### src/rtl/pc_target_table.sv
// pc_target_table: runtime-programmable branch target table for the fetch stage.
// Each entry holds a D-bit value, a PC-relative flag and a programmed flag.
// Lookups are registered, so the resolved next-PC appears one cycle after the request.
// After reset, an init sweep clears the programmed flag of every entry.
// Handshake: there is no backpressure. A lookup or write is accepted on any edge
// where the table is READY and Reset is high. valid pulses for exactly one cycle
// per accepted lookup, and the consumer must take target/miss in that cycle.
module pc_target_table #(
    parameter int D = 12,
    parameter int N = 8,
    parameter int A = $clog2(N)
) (
    input  logic         Clk,
    input  logic         Reset,
    input  logic         lookup,
    input  logic [A-1:0] how_high,
    input  logic [D-1:0] pc,
    input  logic         wr_en,
    input  logic [A-1:0] wr_idx,
    input  logic [D-1:0] wr_target,
    input  logic         wr_rel,
    output logic [D-1:0] target,
    output logic         valid,
    output logic         miss,
    output logic         busy,
    output logic         state_dbg
);

    typedef enum logic {
        INIT  = 1'b0,
        READY = 1'b1
    } state_t;

    state_t       state_q, state_d;
    logic [A-1:0] cnt_q, cnt_d;

    logic [D-1:0] val_q [N];
    logic [N-1:0] rel_q;
    logic [N-1:0] vld_q;

    logic [D-1:0] target_q, target_d;
    logic         miss_q;
    logic         valid_q;

    logic         wr_accept;
    logic         lk_accept;
    logic         bypass;
    logic [D-1:0] sel_val;
    logic         sel_rel;
    logic         sel_vld;

    // Requests are honoured only once the sweep has finished and reset is released.
    assign wr_accept = Reset && (state_q == READY) && wr_en;
    assign lk_accept = Reset && (state_q == READY) && lookup;

    // State register and sweep counter. Reset restarts the sweep from entry 0.
    always_ff @(posedge Clk) begin
        if (!Reset) begin
            state_q <= INIT;
            cnt_q   <= '0;
        end else begin
            state_q <= state_d;
            cnt_q   <= cnt_d;
        end
    end

    // Next-state logic: walk every entry once, then serve traffic until the next reset.
    always_comb begin
        state_d = state_q;
        cnt_d   = cnt_q;
        if (state_q == INIT) begin
            cnt_d = cnt_q + 1'b1;
            if (cnt_q == A'(N - 1)) begin
                state_d = READY;
            end
        end
    end

    // Entry payload storage. It needs no reset because the programmed flag gates its use.
    always_ff @(posedge Clk) begin
        if (wr_accept) begin
            val_q[wr_idx] <= wr_target;
            rel_q[wr_idx] <= wr_rel;
        end
    end

    // Programmed flags: cleared one per cycle by the sweep, set by accepted writes.
    always_ff @(posedge Clk) begin
        if (Reset) begin
            if (state_q == INIT) begin
                vld_q[cnt_q] <= 1'b0;
            end else if (wr_accept) begin
                vld_q[wr_idx] <= 1'b1;
            end
        end
    end

    // Entry select with write-first bypass, then resolve absolute or PC-relative targets.
    // A relative sum wraps modulo 2^D, so the signed offset needs no sign extension.
    always_comb begin
        bypass   = wr_accept && (wr_idx == how_high);
        sel_val  = bypass ? wr_target : val_q[how_high];
        sel_rel  = bypass ? wr_rel    : rel_q[how_high];
        sel_vld  = bypass ? 1'b1      : vld_q[how_high];
        target_d = '0;
        if (sel_vld) begin
            target_d = sel_rel ? (pc + sel_val) : sel_val;
        end
    end

    // Result registers: valid pulses per accepted lookup; target and miss hold otherwise.
    always_ff @(posedge Clk) begin
        if (!Reset) begin
            target_q <= '0;
            miss_q   <= 1'b0;
            valid_q  <= 1'b0;
        end else begin
            valid_q <= lk_accept;
            if (lk_accept) begin
                target_q <= target_d;
                miss_q   <= !sel_vld;
            end
        end
    end

    assign target    = target_q;
    assign miss      = miss_q;
    assign valid     = valid_q;
    assign busy      = (state_q == INIT);
    assign state_dbg = state_q;

endmodule
### config.mk
export PLATFORM = sky130hd
export DESIGN_NAME = pc_target_table
export DESIGN_NICKNAME = d
export VERILOG_FILES = /design/src/rtl/pc_target_table.sv
export SDC_FILE = /design/constraint.sdc
export NUM_CORES = 1
export LEC_CHECK = 0
export ABC_CLOCK_PERIOD_IN_PS = 4000
export BUFFER_PORTS_ARGS = -buffer_cell sky130_fd_sc_hd__buf_2
export CORE_MARGIN = 4
export CORE_UTILIZATION = 45
export DETAILED_ROUTE_END_ITERATION = 12
export PLACE_DENSITY = 0.6
export SYNTH_ARGS = -nofsm -noshare
export SYNTH_HDL_FRONTEND = slang
export SYNTH_SLANG_ARGS = --single-unit
export TNS_END_PERCENT = 50
### constraint.sdc
create_clock -name Clk -period 4 [get_ports Clk]
set_input_delay 0.2 -clock Clk [delete_from_list [all_inputs] [get_ports Clk]]
set_output_delay 0.2 -clock Clk [all_outputs]
set_load 0.03 [all_outputs]
# == Yosys cells after proc, flatten, opt, wreduce, memory -nomap -nowiden ==
# Memories as Yosys holds them, arrays and structs flattened.
# Index checks and enable logic that the tools add are counted.
# op_classes
addsub,2
n_mul,0
div,0
order_cmp,5
n_eq_ne,3
shift,0
mux,20
bitwise,4
reduce_logical,8
# op_table
cell,n
12-bit two-way mux,3
8-bit two-way mux,2
12-bit adder,1
3-bit by 4-bit < comparator with 1-bit output (second input constant),3
1-bit two-way mux,10
8-bit AND,1
8-bit bitwise mux,1
8-bit NOT,1
8-bit OR,1
1-bit binary-select mux with 3-bit select,2
1-bit demux with 3-bit select,2
3-bit by 1-bit >= comparator with 1-bit output (second input constant),2
1-bit logical AND,6
3-bit by 1-bit adder with 3-bit output (second input constant),1
3-bit equality test,1
3-bit equality test (second input constant),1
2-bit by 1-bit inequality test with 1-bit output (second input constant),1
2-bit AND reduction,1
1-bit logical NOT,1
1-bit NOT,1
# totals
register_bits,34
latch_bits,0
ram_bits,96
mem_bits_ro,0
input_bits,35
output_inout_bits,16
word_cells,50
n_memories,1
# memory_table
memory,depth,width,rd,rd_ports_with_merged_regs,wr,line,rtl
val_q,8,12,1,0,1,37,logic [D-1:0] val_q [N];

# == Logic depth before layout (Yosys ltp) ==
# Gate-level depths: netlist of run 1.
# logic_depth
depth_word,7
mapped_depth,15

# == Worst setup path before layout of run 1 ==
# Ideal clock, no wire load.
# synth_timing
kind,reg2reg
from,"reg state_q, in the netlist state_dbg"
to,"reg target_q[11], in the netlist target[11]"
setup_time_ps,132
t_arrival_ps,3278
t_required_ps,3868
setup_slack_ps,591
path_stages_with_launch,14
n_path_buf,1
synth_period_minus_slack_ps,3409
cell_sequence,dfxtp_1 > nand3_1 > nor4_4 > buf_2 > nor2_1 > a21oi_1 > inv_1 > ha_1 > nand3_1 > a211o_1 > a211o_1 > and3b_1 > o311ai_1 > nand3_1
# synth_between
elab_chain_cells,7
elab_cells_between_ends,10
cone_classes,add/sub: 1; mux: 5; reduce/logical: 4
# synth_rtl
item,line,rtl
start: declaration,34,"state_t state_q, state_d;"
start signal: assignment,62,state_q <= state_d;
1-bit logical AND (*),"53, 54",
1-bit logical AND,53,assign wr_accept = Reset && (state_q == READY) && wr_en;
1-bit logical AND,101,bypass = wr_accept && (wr_idx == how_high);
12-bit two-way mux,102,sel_val = bypass ? wr_target : val_q[how_high];
12-bit adder,107,target_d = sel_rel ? (pc + sel_val) : sel_val;
12-bit two-way mux,107,
12-bit two-way mux,106,if (sel_vld) begin
end signal: assignment,120,target_q <= target_d;
end: declaration,41,"logic [D-1:0] target_q, target_d;"
# Mark *: on every way between the ends. The rest lies on a longest branch, timed or not.
# A chain may end at the register's enable or synchronous reset.

# == Worst setup path after layout of run 1 ==
# Same ends and word-level chain as after synthesis.

==> impl_metrics.toml, run 1 <==
[worst_setup_path]
crit_path_top_delay_cell = "nor4_4"
required_ns = 4.28
end_kind = "flip-flop"
cp-start-kind = "flip-flop"
r2r-end = "target[11]"
path_buf_inv = 2
regToRegStartpoint = "state_dbg"
cp_top_family = "compound AO/OA/AOI/OAI gates"
critPathArrivalTime_ns = 3.51
crit_path_max_incr_delay_ns = 0.37
path_class = "flip-flop to flip-flop"
regToRegSetupSlack_ns = 0.77
crit_path_cell_trace = "nand3_1 > nor4_4 > buf_12 > nor2_1 > a21oi_1 > inv_1 > ha_1 > nand3_1 > a211o_1 > a211o_1 > and3b_1 > o311ai_1 > nand3_1"
cp_max_fo = 25
cpMostUsedCell = "nand3_1"
r2r_cells = 13

[pwr]
p_leak_nw = 2.55
p_sw_share_pct = 22.0
peakVddDrop_v = 0.000517
clockPowerShare_pct = 46.2
power_density_nw_per_um2 = 471
pwr-share-comb_pct = 8.7
power.share.sequential_pct = 45.1
switchingPower_uw = 729
internal_power_mw = 2.59

[drt]
ant_nets = 0
avgViaCountPerCell = 5.56
wire_per_inst_um = 20.6
first_pass_iters = 4
vias = 3525
initialDrtViolationCount = 276
wl_um = 13000
drc = 0

[global_routing]
grt_pass1_wl_um = 20500
grt_pass1_vias = 3570
grt_max_degree = 26
grt_remaining_overflow = 0
track_usage_pct = 18.8
antenna_found_initial = 1

[floorplan]
die_x_um = 123
start_util_pct = 46.5
die_h_um = 123
core_um2 = 12800
placementRows = 41
die_area_um2 = 15200
num_io_pins = 51

[worst_hold_path]
hp-class = "input pin to flip-flop"
hold_start = "wr_target[2]"
hold_depth = 1
whs_endpoint = "val_q[7][2]"

[finish]
fillerInstances = 1055
antenna_cells = 0
syn_to_final_growth_pct = 18.1
drive_gt1_share_pct = 30.1
finalNetCount = 498
final_cell_mix = "edfxtp_1 (112), buf_2 (50), mux4_2 (27)"
layout_commonest_cell = "edfxtp_1"

[sta]
setup_violations = 0
max_slew_margin_pct = 31.6
clock_skew_ns = 0.00866
setup_ws_ns = 0.771
hold_viol = 0
fin_crit_ns = 3.23
final-max-slew-violation-count = 0
post-route-period-util_pct = 80.7
fin_setup_tns_ns = 0
rsz0062_at_grt = "no"
max_freq_ghz = 0.310
tightest_slew_ns = 1.03

[clock_network]
cts.path.max_buffers = 2
cts_made_buffers = 17
cts_tree = "done"
cts_resized = 0
htreeDepth = 4
clock-sinks = 130
cts.clk_slew.worst_paths_ns = 0.06
post_cts_buffers = 0
holdBufCountCts = 0
root_buffer = "clkbuf_16"
clock_latency_ns = 0.41

[yosys]
syn_area_per_cell_um2 = 15.3
synth_cell_type_count = 51
synthCells = 391
synth_nets = 440
yosysWarnings = 0
yosysSeqAreaShare_pct = 62.4
ys_ff_latch = 130
netlist_area_um2 = 5970

[flow_run]
cap_violations = 0

[outcome]
outcome = "finished clean"

[place]
dpl.hpwl_um = 8740
place_congestion = 0.835
pre_cts_ws_ns = 0.465
numPortBuffers = 50
==> flip-flops by register name, summed over array words and instances, names as in the netlist <==
register / cells
miss: 1
val_q: 96
valid: 1
cnt_q: 3
state_dbg: 1
vld_q: 8
rel_q: 8
target: 12
==> how the worst max path moves through the flow <==
stage                start  slack, ns  depth (start not counted)         end
4_1_cts          state_dbg       0.78                         13  target[11]
6_report         state_dbg       0.77                         13  target[11]
3_5_place_dp   how_high[0]       0.47                         14  target[11]
3_3_place_gp   how_high[0]       0.59                         12  target[11]
5_1_grt          state_dbg       0.57                         12   target[6]
2_1_floorplan    state_dbg       0.59                         13  target[11]
==> area by class of cell <==
class	count	area (um2)	share of cell area [%]
clock inverters	14	161	2.29
well taps	172	215	3.05
multi-input cells	230	2120	30.1
clock buffers	18	429	6.09
inverters	11	43.8	0.621
flip-flops and latches	130	3720	52.8
repair buffers	59	355	5.04
==> metrics by stage <==
stage	total power, mW	util, %	instances	hold slack, ns	area (um2)
after global placement	1.81	50.3	602	0.442	6460
after global routing	3.46	54.9	634	0.0722	7050
final	3.32	54.9	634	0.0768	7050
after CTS	3.35	54.9	634	0.0607	7050
after floorplan	1.72	-	391	0.299	5970
after detailed placement	1.81	50.3	602	0.451	6460
==> Yosys cell counts, drive strengths merged <==
master / instances / share of area (%)
o211a: 1 / 0.17
clkbuf: 7 / 0.44
a211oi: 3 / 0.38
a31oi: 9 / 0.94
o21ai: 15 / 1.3
o2111ai: 1 / 0.15
and2: 3 / 0.31
nand2b: 3 / 0.31
buf: 13 / 1.3
nand2: 26 / 1.6
nor2: 16 / 1.0
nand3: 11 / 0.92
nor2b: 3 / 0.31
mux4: 28 / 11
ha: 13 / 2.7
or2: 1 / 0.10
nor3b: 1 / 0.13
nor3: 5 / 0.42
a211o: 2 / 0.29
o32ai: 1 / 0.15
dfxtp: 18 / 6.0
edfxtp: 112 / 56
a21oi: 14 / 1.2
o311ai: 1 / 0.15
nand3b: 1 / 0.13
and3: 1 / 0.10
o31ai: 4 / 0.50
xor2: 5 / 0.86
a21o: 5 / 0.63
o21a: 7 / 0.88
fa: 1 / 0.34
o211ai: 3 / 0.38
a22o: 8 / 1.2
mux2: 11 / 2.4
nand4: 1 / 0.10
o31a: 1 / 0.15
nor4: 3 / 0.57
mux2i: 15 / 2.7
inv: 11 / 0.73
xnor2: 3 / 0.44
and3b: 2 / 0.29
a21boi: 2 / 0.25
==> logic make-up after synthesis <==
| logic type | count (synthesis) | synth area share [%] |
|---|---|---|
| and+or+nand+nor | 77 | 6.35 |
| buffers and inverters | 31 | 2.52 |
| muxes | 54 | 15.7 |
| adders and majority gates | 14 | 3.06 |
| DFF | 130 | 62.4 |
| xor gates and xnor gates | 8 | 1.30 |
| AOI/OAI and AO/OA | 77 | 8.62 |
==> power by group through the flow <==
stage	logic [mW]	registers (mW)	clock network, mW
after floorplan	0.206	1.52	0
after global placement	0.285	1.52	0
after detailed placement	0.289	1.52	0
after CTS	0.290	1.49	1.56
after global routing	0.318	1.50	1.64
final	0.288	1.50	1.53
==> routing by layer <==
layer  track usage, %  wire length, um  vias to the layer above
met3             5.58              676                       15
li1                 -                -                     1672
met2             29.0             6210                       86
met1             25.9             5950                     1750
met5                0               13                        -
met4             5.88              189                        2
Note: power is estimated with default switching activity, not from simulation.
==> inputs of run 2 (changes only) <==
- ABC_CLOCK_PERIOD_IN_PS: 4000 -> 3200
- clock period: 4 -> 3.2 ns (I/O delays scaled with it)
==> run 2 against run 1 <==
Clock skew grew 0.0021 ns. Sequential share of layout area shrank 1.7 points. Die area did not move. Largest cell class unchanged. Critical endpoint unchanged.
==> impl_metrics.toml, run 2 (same netlist as run 1, synthesis figures left out) <==
[drt]
first_pass_iters = 4
routed.top_layer = "met5"
ant_nets = 0
m1WireLength_um = 5820
initialDrtViolationCount = 249
vias = 3622
wl_met2_um = 5880
wire_per_inst_um = 19.2
drc = 0
wl_um = 12700
avgViaCountPerCell = 5.49
wl_met3_um = 767

[clock_network]
cts_tree = "done"
cts_made_buffers = 17
cts.clk_slew.worst_paths_ns = 0.05
cts.path.max_buffers = 2
clock_latency_ns = 0.42
htreeDepth = 4
holdBufCountCts = 0
root_buffer = "clkbuf_16"
post_cts_buffers = 0
clock-sinks = 130

[pwr]
power_density_nw_per_um2 = 589
peakVddDrop_v = 0.000358
internal_power_mw = 3.35
clockPowerShare_pct = 47.5
switchingPower_uw = 938
p_sw_share_pct = 21.9
power.share.sequential_pct = 43.5
p_leak_nw = 2.69
pwr-share-comb_pct = 8.9

[worst_setup_path]
r2r_cells = 12
end_kind = "flip-flop"
critPathArrivalTime_ns = 3.28
cp-start-kind = "flip-flop"
cp_max_fo = 7
path_class = "flip-flop to flip-flop"
required_ns = 3.49

[floorplan]
die_x_um = 123
core_um2 = 12800
die_h_um = 123
die_area_um2 = 15200
placementRows = 41
num_io_pins = 51
start_util_pct = 46.5

[sta]
max_freq_ghz = 0.335
setup_violations = 0
clock_skew_ns = 0.0107
rsz0062_at_grt = "no"
hold_viol = 0
fin_setup_tns_ns = 0
final-max-slew-violation-count = 0
setup_ws_ns = 0.217
tightest_slew_ns = 0.969
fin_hold_ws_ns = 0.0355
max_slew_margin_pct = 35.1
post-route-period-util_pct = 93.2
fin_crit_ns = 2.98

[global_routing]
track_usage_pct = 18.1
grt_pass1_vias = 3597
antenna_found_initial = 1
grt_remaining_overflow = 0
grt_max_degree = 29
grt_pass1_wl_um = 20000

[outcome]
outcome = "finished clean"

[finish]
finalNetCount = 524
final_cell_mix = "edfxtp_1 (112), buf_2 (50), buf_4 (31)"
largest_register = "val_q"
drive_gt1_share_pct = 33.6
fin_util_pct = 56.8
syn_to_final_growth_pct = 22.0
layout_commonest_cell = "edfxtp_1"
antenna_cells = 0
largest_reg_flops = 96

[flow_run]
cap_violations = 0

[worst_hold_path]
hp-class = "input pin to flip-flop"
hold_depth = 1

[place]
place_congestion = 0.822
dpl.hpwl_um = 8560
pre_cts_ws_ns = -0.00402
numPortBuffers = 50
## run 2: cell types whose count changed in the layout (fill, tap and decap cells not counted), moves of 2 or more
cell	change
clkinvlp_4	+3
clkinv_2	-4
nor2_1	+6
nor2_2	-6
clkinv_1	-2
buf_4	+25
clkbuf_8	+4
## run 2: worst paths after layout
kind	start	slack (ns)	endpoint
max	state_dbg	0.22	target[11]
min	wr_target[9]	0.04	val_q[7][9]
max reg2reg	state_dbg	0.22	target[11]
min reg2reg	miss	0.45	miss
## run 2: area by class of cell
| class | count | area (um2) |
|---|---|---|
| flip-flops and latches | 130 | 3720 |
| fillers | 1025 | 5540 |
| clock inverters | 10 | 148 |
| inverters | 11 | 43.8 |
| clock buffers | 22 | 484 |
| multi-input cells | 230 | 2110 |
| well taps | 172 | 215 |
| repair buffers | 85 | 554 |
## run 2: routing by layer
| metal | track usage (%) | vias up |
|---|---|---|
| met1 | 25.2 | 1786 |
| met4 | 6.64 | 2 |
| met3 | 5.49 | 17 |
| li1 | - | 1718 |
| met5 | 0 | - |
| met2 | 26.9 | 99 |
## run 2: power groups by stage
stage / clock (mW) / sequential (mW) / combinational (mW)
finish: 2.04 / 1.87 / 0.383
global route: 2.16 / 1.87 / 0.423
CTS: 2.08 / 1.87 / 0.385
detailed placement: 0 / 1.90 / 0.383
global placement: 0 / 1.90 / 0.376
floorplan: 0 / 1.90 / 0.258
## run 2: per-stage QoR
| step | cells | total power, mW | cell area, um2 |
|---|---|---|---|
| CTS | 660 | 4.33 | 7270 |
| floorplan | 391 | 2.15 | 5970 |
| global route | 660 | 4.45 | 7280 |
| detailed placement | 628 | 2.29 | 6640 |
| finish | 660 | 4.29 | 7280 |
| global placement | 628 | 2.28 | 6640 |
## run 2: critical path, stage by stage (launching register included)
cell      delay (ns)
dfxtp_2         0.36
nand3_2         0.12
nor4_4          0.22
buf_4           0.19
buf_4           0.16
o21ai_0         0.21
ha_1            0.40
nand2_1         0.08
a211o_1         0.27
a211o_1         0.31
and3b_1         0.18
o311ai_1        0.26
nand3_1         0.09
## run 2: what timing repair did
action / CTS / global route
gates resized for setup: 0 / 4
endpoints found under the hold margin: 0 / 0
setup endpoints to repair: 0 / 4
